**src/rtl/opb_master_pkg.sv**
```systemverilog
// Shared constants for the OPB master: widths, FSM encoding,
// retry counter sizing and the user<->OPB bit-order constants.
package opb_master_pkg;

    localparam int OPB_AW  = 32;
    localparam int OPB_DW  = 32;
    localparam int OPB_BEW = OPB_DW / 8;

    localparam logic [1:0] ST_IDLE = 2'd0;
    localparam logic [1:0] ST_REQ  = 2'd1;
    localparam logic [1:0] ST_XFER = 2'd2;
    localparam logic [1:0] ST_DONE = 2'd3;

    localparam int RETRY_W = 4;

    // User vectors are [N-1:0], OPB vectors are [0:N-1]; a positional
    // assignment lands user bit N-1 on OPB bit 0.
    localparam int ADDR_OPB_BIT0 = OPB_AW - 1;
    localparam int DATA_OPB_BIT0 = OPB_DW - 1;
    localparam int BE_OPB_BIT0   = OPB_BEW - 1;

endpackage

```
**src/rtl/opb_master_simulink_if.sv**
```systemverilog
// OPB master/arbiter/slave signal bundle, big-endian bit numbering
// as on the OPB itself.
interface opb_master_simulink_if #(
    parameter int AW = 32,
    parameter int DW = 32
);
    logic            M_request;
    logic            M_busLock;
    logic            M_select;
    logic            M_RNW;
    logic [0:DW/8-1] M_BE;
    logic            M_seqAddr;
    logic [0:AW-1]   M_ABus;
    logic [0:DW-1]   M_DBus;
    logic            OPB_MGrant;
    logic            OPB_xferAck;
    logic            OPB_errAck;
    logic            OPB_retry;
    logic            OPB_timeout;
    logic [0:DW-1]   OPB_DBus;

    modport master (
        output M_request, M_busLock, M_select, M_RNW,
        output M_BE, M_seqAddr, M_ABus, M_DBus,
        input  OPB_MGrant, OPB_xferAck, OPB_errAck,
        input  OPB_retry, OPB_timeout, OPB_DBus
    );

    modport slave (
        input  M_request, M_busLock, M_select, M_RNW,
        input  M_BE, M_seqAddr, M_ABus, M_DBus,
        output OPB_MGrant, OPB_xferAck, OPB_errAck,
        output OPB_retry, OPB_timeout, OPB_DBus
    );
endinterface

```
**src/rtl/opb_master_simulink.sv**
```systemverilog
// Single-beat OPB master: latches one user command, arbitrates,
// transfers with bounded retries, and reports a one-cycle completion.
module opb_master_simulink
    import opb_master_pkg::*;
#(
    parameter int    C_OPB_AWIDTH = OPB_AW,
    parameter int    C_OPB_DWIDTH = OPB_DW,
    parameter string C_FAMILY     = "virtex5",
    parameter int    C_MAX_RETRY  = 4
) (
    input  logic                      OPB_Clk,
    input  logic                      OPB_Rst_n,
    opb_master_simulink_if.master     bus,
    input  logic                      user_req,
    input  logic                      user_rnw,
    input  logic [C_OPB_AWIDTH-1:0]   user_addr,
    input  logic [C_OPB_DWIDTH-1:0]   user_wdata,
    input  logic [C_OPB_DWIDTH/8-1:0] user_be,
    output logic                      user_ready,
    output logic                      user_done,
    output logic                      user_err,
    output logic [C_OPB_DWIDTH-1:0]   user_rdata
);

    localparam logic [RETRY_W-1:0] RETRY_LIM = RETRY_W'(C_MAX_RETRY);

    logic [1:0]                state;
    logic [RETRY_W-1:0]        retry_cnt;
    logic                      cmd_rnw;
    logic [C_OPB_AWIDTH-1:0]   cmd_addr;
    logic [C_OPB_DWIDTH-1:0]   cmd_wdata;
    logic [C_OPB_DWIDTH/8-1:0] cmd_be;
    logic                      err_q;
    logic [C_OPB_DWIDTH-1:0]   rdata_q;
    logic                      sel;

    // Command latch, arbitration, transfer outcome and retry accounting.
    always_ff @(posedge OPB_Clk or negedge OPB_Rst_n) begin
        if (!OPB_Rst_n) begin
            state     <= ST_IDLE;
            retry_cnt <= '0;
            cmd_rnw   <= 1'b0;
            cmd_addr  <= '0;
            cmd_wdata <= '0;
            cmd_be    <= '0;
            err_q     <= 1'b0;
            rdata_q   <= '0;
        end else begin
            case (state)
                ST_IDLE: begin
                    retry_cnt <= '0;
                    if (user_req) begin
                        cmd_rnw   <= user_rnw;
                        cmd_addr  <= user_addr;
                        cmd_wdata <= user_wdata;
                        cmd_be    <= user_be;
                        err_q     <= 1'b0;
                        state     <= ST_REQ;
                    end
                end
                ST_REQ: begin
                    if (bus.OPB_MGrant)
                        state <= ST_XFER;
                end
                ST_XFER: begin
                    if (bus.OPB_xferAck) begin
                        // An errored read leaves the previous read data visible.
                        if (cmd_rnw && !bus.OPB_errAck)
                            rdata_q <= bus.OPB_DBus;
                        err_q <= bus.OPB_errAck;
                        state <= ST_DONE;
                    end else if (bus.OPB_timeout) begin
                        err_q <= 1'b1;
                        state <= ST_DONE;
                    end else if (bus.OPB_retry) begin
                        retry_cnt <= retry_cnt + 1'b1;
                        if (retry_cnt + 1'b1 == RETRY_LIM) begin
                            err_q <= 1'b1;
                            state <= ST_DONE;
                        end else begin
                            state <= ST_REQ;
                        end
                    end
                end
                default: begin
                    state <= ST_IDLE;
                end
            endcase
        end
    end

    // Bus outputs are pure decodes of state, so reset clears them at once
    // and every value drops to zero whenever the bus is not selected.
    always_comb begin
        sel           = (state == ST_XFER);
        bus.M_request = (state == ST_REQ);
        bus.M_busLock = 1'b0;
        bus.M_seqAddr = 1'b0;
        bus.M_select  = sel;
        bus.M_RNW     = sel & cmd_rnw;
        bus.M_BE      = sel ? cmd_be : '0;
        bus.M_ABus    = sel ? cmd_addr : '0;
        bus.M_DBus    = (sel && !cmd_rnw) ? cmd_wdata : '0;
        user_ready    = (state == ST_IDLE);
        user_done     = (state == ST_DONE);
        user_err      = (state == ST_DONE) & err_q;
        user_rdata    = rdata_q;
    end

endmodule

```
**src/flat_wrapper.sv**
```systemverilog
// flat-port wrapper written by rule: the top's interface ports become plain ports
module opb_master_simulink_flat import opb_master_pkg::*;
#(
    parameter int    C_OPB_AWIDTH = OPB_AW,
    parameter int    C_OPB_DWIDTH = OPB_DW,
    parameter string C_FAMILY     = "       ",
    parameter int    C_MAX_RETRY  = 4
)
  (OPB_Clk, OPB_Rst_n, user_req, user_rnw, user_addr, user_wdata, user_be, user_ready, user_done, user_err, user_rdata, bus_M_request, bus_M_busLock, bus_M_select, bus_M_RNW, bus_M_BE, bus_M_seqAddr, bus_M_ABus, bus_M_DBus, bus_OPB_MGrant, bus_OPB_xferAck, bus_OPB_errAck, bus_OPB_retry, bus_OPB_timeout, bus_OPB_DBus);
  opb_master_simulink_if #(.AW(32), .DW(32)) bus_i ();
  input  logic OPB_Clk;
  input  logic OPB_Rst_n;
  input  logic user_req;
  input  logic user_rnw;
  input  logic [C_OPB_AWIDTH-1:0] user_addr;
  input  logic [C_OPB_DWIDTH-1:0] user_wdata;
  input  logic [C_OPB_DWIDTH/8-1:0] user_be;
  output logic user_ready;
  output logic user_done;
  output logic user_err;
  output logic [C_OPB_DWIDTH-1:0] user_rdata;
  output wire logic [$bits(bus_i.M_request)-1:0] bus_M_request;
  output wire logic [$bits(bus_i.M_busLock)-1:0] bus_M_busLock;
  output wire logic [$bits(bus_i.M_select)-1:0] bus_M_select;
  output wire logic [$bits(bus_i.M_RNW)-1:0] bus_M_RNW;
  output wire logic [$bits(bus_i.M_BE)-1:0] bus_M_BE;
  output wire logic [$bits(bus_i.M_seqAddr)-1:0] bus_M_seqAddr;
  output wire logic [$bits(bus_i.M_ABus)-1:0] bus_M_ABus;
  output wire logic [$bits(bus_i.M_DBus)-1:0] bus_M_DBus;
  input wire logic [$bits(bus_i.OPB_MGrant)-1:0] bus_OPB_MGrant;
  input wire logic [$bits(bus_i.OPB_xferAck)-1:0] bus_OPB_xferAck;
  input wire logic [$bits(bus_i.OPB_errAck)-1:0] bus_OPB_errAck;
  input wire logic [$bits(bus_i.OPB_retry)-1:0] bus_OPB_retry;
  input wire logic [$bits(bus_i.OPB_timeout)-1:0] bus_OPB_timeout;
  input wire logic [$bits(bus_i.OPB_DBus)-1:0] bus_OPB_DBus;
  assign bus_M_request = bus_i.M_request;
  assign bus_M_busLock = bus_i.M_busLock;
  assign bus_M_select = bus_i.M_select;
  assign bus_M_RNW = bus_i.M_RNW;
  assign bus_M_BE = bus_i.M_BE;
  assign bus_M_seqAddr = bus_i.M_seqAddr;
  assign bus_M_ABus = bus_i.M_ABus;
  assign bus_M_DBus = bus_i.M_DBus;
  assign bus_i.OPB_MGrant = bus_OPB_MGrant;
  assign bus_i.OPB_xferAck = bus_OPB_xferAck;
  assign bus_i.OPB_errAck = bus_OPB_errAck;
  assign bus_i.OPB_retry = bus_OPB_retry;
  assign bus_i.OPB_timeout = bus_OPB_timeout;
  assign bus_i.OPB_DBus = bus_OPB_DBus;
  opb_master_simulink #(.C_OPB_AWIDTH(C_OPB_AWIDTH), .C_OPB_DWIDTH(C_OPB_DWIDTH), .C_FAMILY(C_FAMILY), .C_MAX_RETRY(C_MAX_RETRY)) u_core (.OPB_Clk(OPB_Clk), .OPB_Rst_n(OPB_Rst_n), .bus(bus_i), .user_req(user_req), .user_rnw(user_rnw), .user_addr(user_addr), .user_wdata(user_wdata), .user_be(user_be), .user_ready(user_ready), .user_done(user_done), .user_err(user_err), .user_rdata(user_rdata));
endmodule
```
**config.mk**
```make
export PLATFORM = sky130hd
export DESIGN_NAME = opb_master_simulink_flat
export DESIGN_NICKNAME = d
export VERILOG_FILES = /design/src/rtl/opb_master_pkg.sv /design/src/rtl/opb_master_simulink_if.sv /design/src/rtl/opb_master_simulink.sv /design/src/flat_wrapper.sv
export SDC_FILE = /design/constraint.sdc
export NUM_CORES = 1
export LEC_CHECK = 0
export CELL_PAD_IN_SITES_DETAIL_PLACEMENT = 1
export CELL_PAD_IN_SITES_GLOBAL_PLACEMENT = 1
export CORE_MARGIN = 4
export CORE_UTILIZATION = 33
export CTS_CLUSTER_SIZE = 10
export DETAILED_ROUTE_END_ITERATION = 8
export GPL_ROUTABILITY_DRIVEN = 0
export GPL_TIMING_DRIVEN = 1
export PLACE_DENSITY = 0.91
export SETUP_SLACK_MARGIN = 0.15
export SLEW_MARGIN = 40
export SYNTH_ARGS = -nofsm -noshare
export SYNTH_HDL_FRONTEND = slang
export SYNTH_SLANG_ARGS = --single-unit
```
**constraint.sdc**
```tcl
create_clock -name OPB_Clk -period 1.8 [get_ports OPB_Clk]
set_input_delay 0.36 -clock OPB_Clk [delete_from_list [all_inputs] [get_ports OPB_Clk]]
set_output_delay 0.36 -clock OPB_Clk [all_outputs]
set_load 0.03 [all_outputs]
```
==> results.cfg <==
[status]
run_status = finished with violations
violations = setup timing

[synth]
synth_top_cell_area_share_pct = 55.0
yosys_register_bits = 108
synth-edff-count = 0
post_synth_inst_count = 347
synth_top_flop_cell = dfrtp_1
dominant_cells_by_area_after_synthesis = dfrtp_1, mux2_2, mux2_4, and2_1, buf_12
syn_area_um2 = 4920
synth.distinct_cells = 39
synthDominantAreaCellType = dfrtp_1
post_synth.cell_area_avg_um2 = 14.2
synth-warning-count = 0
postSynth.asyncResetShare_pct = 100
synth_seq_area_share_pct = 55.0

[placement]
detailedPlacementHpwl_um = 11100
dp_slack_ps = -259
io_buffer_count = 214

[critical_path]
path_cells = nand2b_4, nor2_4, buf_12, buf_8, and2_4, buf_6
r2r.worst_path.cells = 8
critical_path_class = register to output port
cp_data_required_time_ps = 1440
crit_path_max_fanout = 7
crit_arrival_ps = 1600
cpPeakStageDelay_ps = 390
setup_slack_reg_to_reg_ps = -130
crit-reg2reg-capture = u_core.cmd_be[3]
critPathCaptureType = output port
cp.depth = 6
slowest_stage = dfrtp_1
worst_path_dominant_cell_family = simple AND/OR/NAND/NOR gates
crit_path_start_kind = register
critical_path.reg2reg.startpoint = u_core.state[1]
critical_path.n_buffers_inverters = 3

[clock_tree]
cts.hold.buffers_added = 0
tritoncts = yes
h_tree_depth = 3
clkSinkCount = 108
cts.reportedPaths.clkPinSlew_ps = 80
root_buffer = clkbuf_16
worst_skew_pair.late_latency_ps = 350
number_of_buffers_created_by_cts = 9
clockBufferDepth = 2

[routing]
via_count = 3855
route.detailed.drc = 0
drtIter0Drc = 161
routed_via_density = 4.81
drt_pass1_iterations = 4
drt-total-wl_um = 19200
antenna_left = 0
post_drt_wl_per_cell_um = 23.9

[power]
leakagePower_nw = 4.22
comb_power_share_pct = 54.1
worst_ir_drop_vdd_mv = 0.856
sequentialPowerShare_pct = 29.5
p_clk_share_pct = 16.5
net-switching-power_w = 0.00526
p_per_area_nw_per_um2 = 1660
p_sw_share_pct = 35.2
internal_w = 0.00968

[cells_and_area]
n_fill_cell = 1344
design.final.nets = 724
diodes = 0
layout-area-overhead-vs-synth_pct = 83.4
layout.cells.most_common_list = clkdlybuf4s50_1, dfrtp_1, mux2_4, buf_6, and2_4
layout_cells_sized_above_1_pct = 55.0
final_common_cell = clkdlybuf4s50_1

[floorplanning]
floorplan.rows = 44
floorplan.initialDensity_pct = 33.7
die_h_um = 130
area_of_the_die_um2 = 16900
core_area_um2 = 14600
number_of_i_o_pins = 217
floorplan.die.width_um = 130

[sta]
timing.final.setup_violations = 170
relative_max_transition_margin_pct = 59.0
whs_ps = 62.0
fmaxAchievable_ghz = 0.510
final-max-slew-violation-count = 0
period_needed_ps = 1960
layout_setup_ws_ps = -163
timing.clock.skew_ps = 13.0
rsz0062_at_grt = true
sum_of_negative_setup_slack_ps = -16330
min_period_over_period_pct = 109
hold_viol_final = 0
max_slew.worst_pin.slew_ps = 614

[grt]
grt_overflow = 0
via_count_of_the_first_global_routing_pass = 4427
grt_max_degree = 109
total_track_usage_pct = 20.3
grt_pass1_wl_um = 26200
initial_antenna_violation_count = 0

[worst_hold_path]
timing.hold.worst.class = input pin to async pin

[job]
cap_violations = 0
==> metrics by stage <==
stage | util (%) | cell area, um^2 | std cells | power (W)
2_1_floorplan | - | 5000 | 348 | 0.00784
5_1_grt | 61.8 | 9020 | 802 | 0.0156
6_report | 61.8 | 9020 | 802 | 0.0149
3_5_place_dp | 49.8 | 7260 | 739 | 0.0102
3_3_place_gp | 49.8 | 7260 | 739 | 0.00991
4_1_cts | 57.3 | 8350 | 773 | 0.0137
==> power by group through the flow <==
stage	Clock [W]	Combinational, W	Sequential [W]
after floorplan	0	0.00311	0.00473
after global placement	0	0.00573	0.00418
after detailed placement	0	0.00591	0.00430
after CTS	0.00250	0.00690	0.00430
after global routing	0.00262	0.00846	0.00455
final	0.00246	0.00808	0.00440
==> sequential cells by signal (all words and copies together), names as in the netlist <==
register           cells
u_core.err_q           1
u_core.cmd_rnw         1
u_core.cmd_addr       32
u_core.cmd_wdata      32
u_core.cmd_be          4
u_core.retry_cnt       4
u_core.user_rdata     32
u_core.state           2
==> worst max-delay path by stage <==
stage	startpoint	endpoint	slack, ps
after floorplan	u_core.state[0]	bus_M_DBus[10]	130
after global placement	bus_OPB_xferAck	u_core.user_rdata[14]	-210
after CTS	u_core.state[0]	bus_M_DBus[23]	-160
after detailed placement	bus_OPB_xferAck	u_core.user_rdata[20]	-260
final	u_core.state[0]	bus_M_DBus[15]	-160
after global routing	u_core.state[0]	bus_M_DBus[11]	-230
==> Yosys cell counts (3+ instances only) <==
cell type / number
dfrtp_1: 108
buf_12: 3
mux2_2: 61
buf_6: 4
mux2_4: 40
nor2_1: 4
buf_2: 5
o21ai_0: 3
clkbuf_1: 7
a21oi_1: 3
nand2b_1: 3
and2_1: 69
nand2_1: 3
==> cells by family after synthesis <==
logic type | Yosys count | share of synthesized area, %
buffers and inverters | 24 | 3.72
multiplexers | 101 | 26.2
AO/OA/AOI/OAI | 16 | 2.24
other | 1 | 0.0763
XOR/XNOR | 1 | 0.178
flip-flops | 108 | 55.0
AND/OR/NAND/NOR | 94 | 12.1
adder cells (fa/ha/maj) | 2 | 0.509
==> cell type report <==
type                       count  area (um^2)  area share, %
clock buffer                   9          225           2.50
clock inverter                 7          146           1.62
timing repair buffer         275         3200           35.5
inverter                       3         23.8          0.264
sequential                   108         2710           30.0
tap                          184          230           2.55
multi-input combinational    216         2480           27.6
==> timing repair <==
action,CTS,global route
pin swaps,22,37
gates resized for setup,221,84
hold endpoints to repair,0,0
gates cloned,3,13
setup endpoints to repair,137,174
setup buffers,15,16
==> worst register-to-register path, stage by stage (launching register included) <==
cell       delay (ps)
dfrtp_2           440
buf_6             120
buf_6             120
buf_6             120
nor2_4            140
and2_4            250
buf_12            150
clkbuf_16         160
mux2_4            320
==> layer usage <==
| layer | share of wire, % | track usage (%) |
|---|---|---|
| met1 | 36 | 22.3 |
| met2 | 55 | 37.3 |
| met3 | 7.4 | 6.71 |
| met4 | 1.9 | 5.44 |
| met5 | 0 | 0 |
Note: power is estimated with default switching activity, not from simulation.
